File: src/rtl/tennis_pkg.sv
// Shared definitions for the tennis game button front end.
// Latency: n/a (types and constants only).
// Backpressure: n/a.
package tennis_pkg;

   localparam int BTN_RESET = 0;
   localparam int BTN_P1    = 1;
   localparam int BTN_P2    = 2;
   localparam int BTN_COUNT = 3;

   typedef enum logic [1:0] {
      RST_IDLE   = 2'd0,
      RST_ARMING = 2'd1,
      RST_FIRED  = 2'd2
   } rst_state_t;

endpackage

File: src/rtl/debounce_channel.sv
// Synchronises and debounces one raw button; emits a registered rise pulse.
// Latency: raw edge -> level change 2+DEBOUNCE_CYCLES, -> press one cycle later.
// Backpressure: none; press is a fire-and-forget single-cycle pulse.
module debounce_channel #(
   parameter int DEBOUNCE_CYCLES = 1_000_000,
   parameter int DB_W            = 20
) (
   input  logic clk,
   input  logic rst_n,
   input  logic raw,
   output logic level,
   output logic press
);

   localparam logic [DB_W-1:0] DB_LAST = DB_W'(DEBOUNCE_CYCLES - 1);

   logic            sync1;
   logic            sync2;
   logic            level_d;
   logic [DB_W-1:0] cnt;

   always_ff @(posedge clk or negedge rst_n) begin
      if (!rst_n) begin
         sync1   <= 1'b0;
         sync2   <= 1'b0;
         level   <= 1'b0;
         level_d <= 1'b0;
         press   <= 1'b0;
         cnt     <= '0;
      end else begin
         sync1   <= raw;
         sync2   <= sync1;
         level_d <= level;
         press   <= level & ~level_d;
         // Any cycle where the synced input agrees with the stable level restarts the run.
         if (sync2 != level) begin
            if (cnt == DB_LAST) begin
               level <= sync2;
               cnt   <= '0;
            end else begin
               cnt <= cnt + DB_W'(1);
            end
         end else begin
            cnt <= '0;
         end
      end
   end

endmodule

File: src/rtl/button_conditioner.sv
// Debounces reset/player buttons, masks presses during a reset hold, fires game_reset.
// Latency: press 3+DEBOUNCE_CYCLES after raw edge; game_reset HOLD_CYCLES after arming.
// Backpressure: none; all event outputs are single-cycle pulses.
module button_conditioner
   import tennis_pkg::*;
#(
   parameter int DEBOUNCE_CYCLES = 1_000_000,
   parameter int HOLD_CYCLES     = 50_000_000,
   parameter int DB_W            = 20,
   parameter int HOLD_W          = 26
) (
   input  logic clk,
   input  logic rst_n,
   input  logic reset_button_raw,
   input  logic player1_raw,
   input  logic player2_raw,
   output logic p1_level,
   output logic p2_level,
   output logic p1_press,
   output logic p2_press,
   output logic reset_arming,
   output logic game_reset
);

   localparam logic [HOLD_W-1:0] HOLD_LAST = HOLD_W'(HOLD_CYCLES - 1);

   logic [BTN_COUNT-1:0] raw_vec;
   logic [BTN_COUNT-1:0] level_vec;
   logic [BTN_COUNT-1:0] rise_vec;
   logic                 rs;
   logic                 rs_rise_unused;

   rst_state_t        state, state_nxt;
   logic [HOLD_W-1:0] hold_cnt, hold_cnt_nxt;
   logic              game_reset_nxt;

   assign raw_vec[BTN_RESET] = reset_button_raw;
   assign raw_vec[BTN_P1]    = player1_raw;
   assign raw_vec[BTN_P2]    = player2_raw;

   for (genvar g = 0; g < BTN_COUNT; g++) begin : g_chan
      debounce_channel #(
         .DEBOUNCE_CYCLES (DEBOUNCE_CYCLES),
         .DB_W            (DB_W)
      ) u_chan (
         .clk   (clk),
         .rst_n (rst_n),
         .raw   (raw_vec[g]),
         .level (level_vec[g]),
         .press (rise_vec[g])
      );
   end

   assign rs             = level_vec[BTN_RESET];
   assign rs_rise_unused = rise_vec[BTN_RESET];

   always_ff @(posedge clk or negedge rst_n) begin
      if (!rst_n) begin
         state      <= RST_IDLE;
         hold_cnt   <= '0;
         game_reset <= 1'b0;
      end else begin
         state      <= state_nxt;
         hold_cnt   <= hold_cnt_nxt;
         game_reset <= game_reset_nxt;
      end
   end

   always_comb begin
      state_nxt      = state;
      hold_cnt_nxt   = hold_cnt;
      game_reset_nxt = 1'b0;
      case (state)
         RST_IDLE: begin
            if (rs) begin
               state_nxt    = RST_ARMING;
               hold_cnt_nxt = '0;
            end
         end
         RST_ARMING: begin
            // A release always wins, even on the terminal count.
            if (!rs) begin
               state_nxt = RST_IDLE;
            end else if (hold_cnt == HOLD_LAST) begin
               game_reset_nxt = 1'b1;
               state_nxt      = RST_FIRED;
            end else begin
               hold_cnt_nxt = hold_cnt + HOLD_W'(1);
            end
         end
         RST_FIRED: begin
            if (!rs) state_nxt = RST_IDLE;
         end
         default: state_nxt = RST_IDLE;
      endcase
   end

   assign reset_arming = (state == RST_ARMING);
   assign p1_level     = level_vec[BTN_P1];
   assign p2_level     = level_vec[BTN_P2];
   assign p1_press     = rise_vec[BTN_P1] & (state == RST_IDLE);
   assign p2_press     = rise_vec[BTN_P2] & (state == RST_IDLE);

endmodule
File: config.mk
export PLATFORM = sky130hd
export DESIGN_NAME = button_conditioner
export DESIGN_NICKNAME = d
export VERILOG_FILES = /design/src/rtl/tennis_pkg.sv /design/src/rtl/debounce_channel.sv /design/src/rtl/button_conditioner.sv
export SDC_FILE = /design/constraint.sdc
export NUM_CORES = 1
export LEC_CHECK = 0
export CORE_ASPECT_RATIO = 0.5
export CORE_UTILIZATION = 35
export CTS_BUF_LIST = sky130_fd_sc_hd__clkbuf_4 sky130_fd_sc_hd__clkbuf_8 sky130_fd_sc_hd__clkbuf_16
export DETAILED_ROUTE_END_ITERATION = 10
export PLACE_DENSITY = 0.54
export SLEW_MARGIN = 10
export SYNTH_ARGS = -nofsm -noshare
export SYNTH_HDL_FRONTEND = slang
export SYNTH_SLANG_ARGS = --single-unit
File: constraint.sdc
create_clock -name clk -period 2.2 [get_ports clk]
set_input_delay 0.33 -clock clk [delete_from_list [all_inputs] [get_ports clk]]
set_output_delay 0.33 -clock clk [all_outputs]
set_load 0.02 [all_outputs]
==> impl_results.md, run 1 <==
- Run status: finished with violations
- Failing checks: negative hold slack
- Library cells used by synthesis: 47
- Launching element type of the critical path: flop
- Depth of the worst register-to-register path: 6
- Arr. time, crit path: 2410 ps
- Initial antenna violation count: 0
- Post-layout worst setup margin: 12.2 ps
- Largest net degree at the start of global routing: 45
- Worst path required time: 2420 ps
- Clk buf depth: 2
- Top cell type's share of synthesized area: 51.0%
- TritonCTS buffer count: 9
- Part of the total power dissipated in combinational logic: 2.7%
- Post-synthesis sequential area ratio: 51.0%
- Switching portion of total power: 21.4%
- Overall die height: 86.6 um
- Area leader, netlist: sky130_fd_sc_hd__dfrtp_1
- Number of clock sinks seen by CTS: 102
- Largest cells by area after synthesis: sky130_fd_sc_hd__dfrtp_1 (51%), sky130_fd_sc_hd__nor2_1 (5.9%), sky130_fd_sc_hd__xor2_1 (5.1%)
- DRT antenna net count: 0
- Num rows: 30
- Worst Setup End Kind: flop
- Number of optimization iterations in the first detailed-route pass: 5
- Post-route worst hold slack: -14.2 ps
- Reg2reg end: hold_cnt[15]
- Relative max-transition margin: 60.2%
- Fill cell total of the finished layout: 1392
- Final Hold Fails: 14
- Reported max-cap violation count: 0
- Final GP Congestion: 0.797
- Die area: 0.0148 mm^2
- Total Routed Length: 9900 um
- Post-Place Setup Slack: -30.6 ps
- Synthesized area per cell: 9.61 um^2
- Clock group share of total power: 44.9%
- Flip-flop and latch count after synthesis: 102
- Setup slack on the worst flop-to-flop path: 10 ps
- Clock slew at reported path FFs: 70 ps
- Global-route wire length before repair: 17500 um
- Drt drc: 0
- Remaining global-route overflow: 0
- Skew-Pair Late Insertion Delay: 340 ps
- Hold Path Class: primary input to async pin
- Peak ir drop on the vdd network: 375 uV
- Max Fclk: 457 MHz
- Finish-stage setup viols: 0
- Total number of yosys warnings: 0
- Number of global-route vias before repair: 3588
- Std-Cell Core Area: 0.0137 mm^2
- Max-slew violation count: 0
- Per-cell routed wire length: 13.0 um
- Synth async-reset ratio: 100%
- Leakage power: 2.57 nW
- Maximum level of the CTS H-tree: 3
- Synth-to-layout area growth: 18.4%
- Fraction of layout cells with a size suffix above 1: 13.7%
- Cell chosen for the clock root: sky130_fd_sc_hd__clkbuf_16
- FF-to-FF Start: hold_cnt[18]
- Part of the cycle the worst path needs: 99.4%
- Detailed-route vias per instance: 4.94
- Post-synth EDFFs: 0
- RSZ-0062 raised after global routing: yes
- Via Count: 3767
- Final worst clock skew: 8.19 ps
- Most used flip-flop cell after synthesis: sky130_fd_sc_hd__dfrtp_1
- Area of the mapped netlist: 0.00501 mm^2
- Starting Density: 36.4%
- Transition time at the pin with the least slew margin: 597 ps
- I/O pins: 11
- Antenna Diode Count: 0
- Horiz. Die Dim: 171 um
- PortBufs: 10
- Highest fanout seen on the critical path: 6
- Post-synthesis net count: 530
- Final layout net count: 574
- Net switching component of the power: 782 uW
- Drt initial violations: 209
- Post-route cell area: 0.00593 mm^2
- Sequential share of power: 52.4%
- Internal power: 2.87 mW
- Power per unit of standard cell area: 616 mW/mm^2
- Clock period minus final worst setup slack: 2190 ps
- Number of standard cells after synthesis: 521
- CTS tree: built
- Detail Placement HPWL: 6870 um
- Placement-stage cell area: 0.00557 mm^2
- Total global-route track usage: 14.9%
- Critical path class: flop to flop
==> placed cells by master, fill, tap and decap left out, types with 3 or more instances in the layout <==
| cell | Yosys | final |
|---|---|---|
| sky130_fd_sc_hd__mux2_2 | 3 | 3 |
| sky130_fd_sc_hd__nand2b_1 | 6 | 6 |
| sky130_fd_sc_hd__clkbuf_16 | 0 | 9 |
| sky130_fd_sc_hd__a31oi_1 | 3 | 3 |
| sky130_fd_sc_hd__nor2b_1 | 5 | 5 |
| sky130_fd_sc_hd__clkdlybuf4s50_1 | 0 | 8 |
| sky130_fd_sc_hd__o31ai_1 | 4 | 4 |
| sky130_fd_sc_hd__or2_2 | 4 | 3 |
| sky130_fd_sc_hd__a21oi_1 | 4 | 4 |
| sky130_fd_sc_hd__nor3_1 | 18 | 18 |
| sky130_fd_sc_hd__dfrtp_1 | 102 | 102 |
| sky130_fd_sc_hd__buf_4 | 1 | 37 |
| sky130_fd_sc_hd__ha_1 | 4 | 4 |
| sky130_fd_sc_hd__and3_1 | 14 | 14 |
| sky130_fd_sc_hd__nand4_1 | 20 | 20 |
| sky130_fd_sc_hd__inv_1 | 10 | 10 |
| sky130_fd_sc_hd__o21ai_0 | 12 | 10 |
| sky130_fd_sc_hd__nor4_1 | 12 | 11 |
| sky130_fd_sc_hd__o21ai_2 | 3 | 3 |
| sky130_fd_sc_hd__nand3_2 | 5 | 4 |
| sky130_fd_sc_hd__nand3_1 | 45 | 45 |
| sky130_fd_sc_hd__or4_1 | 7 | 7 |
| sky130_fd_sc_hd__mux2i_1 | 3 | 3 |
| sky130_fd_sc_hd__xor2_1 | 29 | 29 |
| sky130_fd_sc_hd__and4_1 | 5 | 5 |
| sky130_fd_sc_hd__nand2_1 | 53 | 53 |
| sky130_fd_sc_hd__buf_6 | 1 | 3 |
| sky130_fd_sc_hd__nor2_1 | 79 | 79 |
| sky130_fd_sc_hd__xnor2_1 | 28 | 28 |
==> cell families (layout without fill, tap and decap cells) <==
logic type               after synthesis  after routing  share of synthesized area (%)
AO/OA/AOI/OAI                         35             35                           4.75
XOR/XNOR                              57             57                           9.97
adder cells (fa/ha/maj)                4              4                           1.00
buffers and inverters                 28             77                           2.55
flip-flops                           102            102                           51.0
multiplexers                           6              6                           1.27
AND/OR/NAND/NOR                      289            289                           29.5
==> what timing repair did <==
action                                  CTS  global route
setup buffers                             0             3
gates resized for setup                   2             7
hold endpoints to repair                  0             0
hold buffers                              0             0
pin swaps                                 2             2
endpoints found under the setup margin    5            16
gates cloned                              0             0
==> registers in the layout (all words and copies together) (netlist names) <==
register and flops:
g_chan.u_chan.level_d 2, state 2, game_reset 1, g_chan.u_chan.sync1 3, g_chan.u_chan.sync2 3, g_chan.u_chan.level 3
hold_cnt 26, g_chan.u_chan.press 2, g_chan.u_chan.cnt 60
==> worst max-delay path, stage by stage (launching register included) <==
cell and delay [ps]:
sky130_fd_sc_hd__dfrtp_1 370, sky130_fd_sc_hd__or4b_1 520, sky130_fd_sc_hd__or4_4 570, sky130_fd_sc_hd__buf_4 160, sky130_fd_sc_hd__or2_4 260, sky130_fd_sc_hd__nand3_4 110, sky130_fd_sc_hd__o31ai_1 80
==> through the flow <==
stage | hold WS (ps) | std cells | power (mW) | util (%) | TNS (ps)
floorplan | 34.4 | 521 | 1.98 | - | 0
global placement | 337 | 743 | 2.05 | 40.5 | -1.54
detailed placement | 342 | 743 | 2.05 | 40.5 | -86.9
CTS | 13.7 | 759 | 3.71 | 42.8 | -14.6
global route | 29.4 | 762 | 3.79 | 43.1 | -536
finish | -14.2 | 762 | 3.65 | 43.1 | 0
==> power by group through the flow <==
| stage | logic [mW] | registers [mW] | clock network, mW |
|---|---|---|---|
| finish | 0.0988 | 1.91 | 1.64 |
| global route | 0.115 | 1.91 | 1.76 |
| floorplan | 0.0410 | 1.94 | 0 |
| CTS | 0.104 | 1.91 | 1.69 |
| detailed placement | 0.104 | 1.95 | 0 |
| global placement | 0.104 | 1.95 | 0 |
==> worst max-delay path by stage <==
stage | start | to | slack, ps | cells past startpoint
final | hold_cnt[18] | hold_cnt[15] | 10 | 6
after global routing | hold_cnt[18] | hold_cnt[19] | -50 | 6
after CTS | hold_cnt[11] | hold_cnt[19] | -10 | 6
after detailed placement | hold_cnt[18] | hold_cnt[5] | -30 | 6
after global placement | hold_cnt[18] | hold_cnt[5] | -2 | 6
after floorplan | hold_cnt[18] | hold_cnt[20] | 60 | 7
==> synthesized netlist by cell type (3+ instances only) <==
master / n
sky130_fd_sc_hd__and3_1: 14
sky130_fd_sc_hd__o21ai_2: 3
sky130_fd_sc_hd__inv_1: 10
sky130_fd_sc_hd__mux2i_1: 3
sky130_fd_sc_hd__or4_1: 7
sky130_fd_sc_hd__a31oi_1: 3
sky130_fd_sc_hd__a21oi_1: 4
sky130_fd_sc_hd__nor2_1: 79
sky130_fd_sc_hd__or2_2: 4
sky130_fd_sc_hd__xor2_1: 29
sky130_fd_sc_hd__ha_1: 4
sky130_fd_sc_hd__nand2b_1: 6
sky130_fd_sc_hd__mux2_2: 3
sky130_fd_sc_hd__and4_1: 5
sky130_fd_sc_hd__nor2b_1: 5
sky130_fd_sc_hd__nand3_2: 5
sky130_fd_sc_hd__o21ai_0: 12
sky130_fd_sc_hd__nand3_1: 45
sky130_fd_sc_hd__nor4_1: 12
sky130_fd_sc_hd__nor3_1: 18
sky130_fd_sc_hd__nand4_1: 20
sky130_fd_sc_hd__o31ai_1: 4
sky130_fd_sc_hd__nand2_1: 53
sky130_fd_sc_hd__clkbuf_1: 15
sky130_fd_sc_hd__xnor2_1: 28
sky130_fd_sc_hd__dfrtp_1: 102
==> layer usage <==
layer,GRT usage [%],up-vias,part of all wire (%)
met2,22.7,47,44
met1,21.3,1804,53
met5,0,-,0
met4,4.22,0,0.81
li1,-,1907,-
met3,3.42,9,2.8
==> layout make-up <==
cell class                      instances  area, um^2  area share, %
Sequential cell                       102        2550           43.1
Tap cell                              192         240           4.05
Multi-Input combinational cell        391        2340           39.5
Inverter                               10        37.5          0.633
Timing Repair Buffer                   51         444           7.49
Clock buffer                           12         254           4.29
Clock inverter                          4        55.1          0.929
Power figures use the tool's default switching activity.
==> run 2: changes to the inputs <==
--- a/config.mk
+++ b/config.mk
@@ -9,7 +9,6 @@
 export CORE_UTILIZATION = 35
 export CTS_BUF_LIST = sky130_fd_sc_hd__clkbuf_4 sky130_fd_sc_hd__clkbuf_8 sky130_fd_sc_hd__clkbuf_16
 export DETAILED_ROUTE_END_ITERATION = 10
-export PLACE_DENSITY = 0.54
 export SLEW_MARGIN = 10
 export SYNTH_ARGS = -nofsm -noshare
 export SYNTH_HDL_FRONTEND = slang
==> run 2 against run 1 <==
Against the previous run: maximum frequency is 0.81% higher; via count is 1.6% higher; count of clock-buffer cells in the layout is 3 lower; final cell count is 0.13% lower; clock power is 6% higher; non-clock buffer count is 1 lower; register-to-register slack better by 20 ps; largest power group unchanged; the flow now finishes without violations; combinational power hardly changed; first-iteration DRC count is 3.8% higher; sequential power hardly changed.
==> impl_results.md, run 2 (synthesis gave the netlist of run 1 again) <==
- Run status: completed
- Part of the total power dissipated in combinational logic: 2.6% (about the same)
- Largest net degree at the start of global routing: 41 (-8.9%)
- Drt drc: 0 (unchanged)
- Post-layout worst setup margin: 29.8 ps (+17.6 ps)
- Number of flip-flops under the largest register name: 60 (unchanged)
- FF-to-FF Start: hold_cnt[18]
- Hold Path Class: flop to flop
- Commonest cells after routing, fill and taps aside: sky130_fd_sc_hd__dfrtp_1 (102), sky130_fd_sc_hd__nor2_1 (79), sky130_fd_sc_hd__nand2_1 (53), sky130_fd_sc_hd__nand3_1 (45), sky130_fd_sc_hd__buf_4 (38)
- Cell-by-cell trace of the critical path: or4b_1 > or4_4 > o21ai_4 > buf_4 > or4_1 > nand3_2
- RSZ-0062 raised after global routing: yes
- PortBufs: 10 (unchanged)
- Net switching component of the power: 818 uW (+4.7%)
- Synth-to-layout area growth: 18.1%
- Max-slew violation count: 0 (unchanged)
- Clock period minus final worst setup slack: 2170 ps (-17.6 ps)
- Clock slew at reported path FFs: 70 ps (about the same)
- Power per unit of standard cell area: 635 mW/mm^2 (+3.0%)
- Clk buf depth: 2 (unchanged)
- Part of the cycle the worst path needs: 98.6% (-0.80 points)
- Final setup TNS: 0 ps (unchanged)
- Launching element type of the critical path: flop
- Per-cell routed wire length: 13.2 um (+1.6%)
- Critical path class: flop to flop
- Worst-case hold path end point: g_chan[0].u_chan.sync2
- Number of clock sinks seen by CTS: 102 (unchanged)
- Worst path required time: 2430 ps (about the same)
- Reported max-cap violation count: 0 (unchanged)
- CTS tree: built
- Via Count: 3828 (+1.6%)
- Finish-stage setup viols: 0 (unchanged)
- Hold Startpoint: g_chan[0].u_chan.sync1
- Arr. time, crit path: 2400 ps (about the same)
- Reg2reg end: hold_cnt[5]
- Die area: 0.0148 mm^2 (unchanged)
- Overall die height: 86.6 um (unchanged)
- Detailed-route vias per instance: 5.03 (+1.8%)
- Skew-Pair Late Insertion Delay: 340 ps (about the same)
- Std-Cell Core Area: 0.0137 mm^2 (unchanged)
- Clock group share of total power: 46.4% (+1.5 points)
- Depth of the worst register-to-register path: 6 (unchanged)
- Number of optimization iterations in the first detailed-route pass: 4 (-1)
- Global-route wire length before repair: 17700 um (+1.2%)
- Remaining global-route overflow: 0 (unchanged)
- Total Routed Length: 10100 um (+1.5%)
- Final GP Congestion: 0.877 (+10%)
- Switching portion of total power: 21.8% (+0.38 points)
- Sequential share of power: 50.9% (-1.5 points)
- Fraction of layout cells with a size suffix above 1: 13.2% (-0.50 points)
- Antenna Diode Count: 0 (unchanged)
- Peak ir drop on the vdd network: 483 uV (+29%)
- Maximum level of the CTS H-tree: 3 (unchanged)
- Depth of the worst hold-timing path: 0
- Total global-route track usage: 15.1% (+0.17 points)
- Internal power: 2.94 mW (+2.3%)
- Cell with the largest stage delay on the worst path: sky130_fd_sc_hd__or4_4
- DRT antenna net count: 0 (unchanged)
- Commonest non-fill, non-tap cell in the layout: sky130_fd_sc_hd__dfrtp_1
- Max Fclk: 461 MHz (+0.81%)
- Max stage delay on crit path: 570 ps (about the same)
- TritonCTS buffer count: 9 (unchanged)
- Relative max-transition margin: 64.2% (+3.9 points)
- Post-layout total power: 3.75 mW (+2.8%)
- Worst Setup End Kind: flop
- Horiz. Die Dim: 171 um (unchanged)
- Detail Placement HPWL: 6990 um (+1.8%)
- Largest registers ranked by flip-flop count: g_chan.u_chan.cnt (60), hold_cnt (26)
- Post-route worst hold slack: 361 ps (+375 ps)
- Number of global-route vias before repair: 3731 (+4.0%)
- Launching instance or port of the critical path: hold_cnt[18]
- Biggest register: g_chan.u_chan.cnt
- Drt initial violations: 217 (+3.8%)
- Leakage power: 2.57 nW (about the same)
- Final Hold Fails: 0 (-14)
- Num rows: 30 (unchanged)
- Starting Density: 36.4% (unchanged)
- Initial antenna violation count: 0 (unchanged)
- Final worst clock skew: 8.59 ps (+0.401 ps)
- Highest fanout seen on the critical path: 9 (+3)
- Fill cell total of the finished layout: 1356 (-2.6%)
- Cell chosen for the clock root: sky130_fd_sc_hd__clkbuf_16
- Post-Place Setup Slack: -15.9 ps (+14.7 ps)
- Final Core Density: 43.1% (-0.082 points)
- Setup slack on the worst flop-to-flop path: 30 ps (+20 ps)
- Final layout net count: 573 (-0.17%)
- I/O pins: 11 (unchanged)
- Transition time at the pin with the least slew margin: 538 ps (-59.0 ps)
==> run 2: cell count changes in the layout (fill, tap and decap cells not counted), moves of 2 or more <==
cell                       before  now
sky130_fd_sc_hd__o21ai_0       10   12
sky130_fd_sc_hd__buf_6          3    1
sky130_fd_sc_hd__clkbuf_4       2    0
sky130_fd_sc_hd__o21ai_1        2    0
==> run 2: routing by layer <==
| layer | GRT usage [%] | routed length, um | vias up | part of all wire (%) |
|---|---|---|---|---|
| li1 | - | - | 1905 | - |
| met1 | 20.5 | 5000 | 1855 | 50 |
| met2 | 24.3 | 4640 | 57 | 46 |
| met5 | 0 | 0 | - | 0 |
| met3 | 3.38 | 303 | 11 | 3.0 |
| met4 | 4.38 | 102 | 0 | 1.0 |
==> run 2: layout make-up <==
type / instances / area [um^2] / share of cell area, %
Sequential cell: 102 / 2550 / 43.1
Multi-Input combinational cell: 391 / 2340 / 39.5
Timing Repair Buffer: 50 / 419 / 7.09
Tap cell: 192 / 240 / 4.06
Clock buffer: 9 / 225 / 3.81
Clock inverter: 7 / 103 / 1.73
Inverter: 10 / 37.5 / 0.635
==> run 2: worst max-delay path by stage <==
stage	slack, ps	end
after floorplan	60	hold_cnt[20]
after global placement	30	hold_cnt[20]
after detailed placement	-20	hold_cnt[21]
after CTS	20	hold_cnt[5]
after global routing	-40	hold_cnt[5]
final	30	hold_cnt[5]
==> run 2: metrics by stage <==
| stage | instance area [um^2] | cells |
|---|---|---|
| after CTS | 5890 | 759 |
| after global placement | 5550 | 742 |
| after global routing | 5920 | 761 |
| after detailed placement | 5550 | 742 |
| after floorplan | 5010 | 521 |
| final | 5920 | 761 |
==> run 2: worst max-delay path: cells and delay by family (launching register included) <==
family | cells | cell delay, ps
simple gates | 4 | 1270
buf+inv | 1 | 190
compound gates | 1 | 210
flops | 1 | 380
==> run 2: power by group through the flow <==
stage	Clock (mW)	Combinational, mW	Sequential, mW
finish	1.74	0.0989	1.91
global route	1.88	0.116	1.91
CTS	1.79	0.105	1.91
detailed placement	0	0.102	1.95
global placement	0	0.100	1.95
floorplan	0	0.0410	1.94
==> run 2: what timing repair did <==
action / 4_1_cts / 5_1_grt
endpoints found under the setup margin: 3 / 13
endpoints found under the hold margin: 30 / 0
gates cloned: 0 / 0
hold buffers: 1 / 0
pin swaps: 1 / 0
buffers inserted: 0 / 2
resized for setup: 1 / 3
==> run 3: changes to the inputs <==
--- a/config.mk
+++ b/config.mk
@@ -7,8 +7,8 @@
 export LEC_CHECK = 0
 export CORE_ASPECT_RATIO = 0.5
 export CORE_UTILIZATION = 35
-export CTS_BUF_LIST = sky130_fd_sc_hd__clkbuf_4 sky130_fd_sc_hd__clkbuf_8 sky130_fd_sc_hd__clkbuf_16
 export DETAILED_ROUTE_END_ITERATION = 10
+export GPL_ROUTABILITY_DRIVEN = 0
 export SLEW_MARGIN = 10
 export SYNTH_ARGS = -nofsm -noshare
 export SYNTH_HDL_FRONTEND = slang
==> results of run 3 <==
Same layout as run 2: the final DEF is identical, and so are final timing and power.
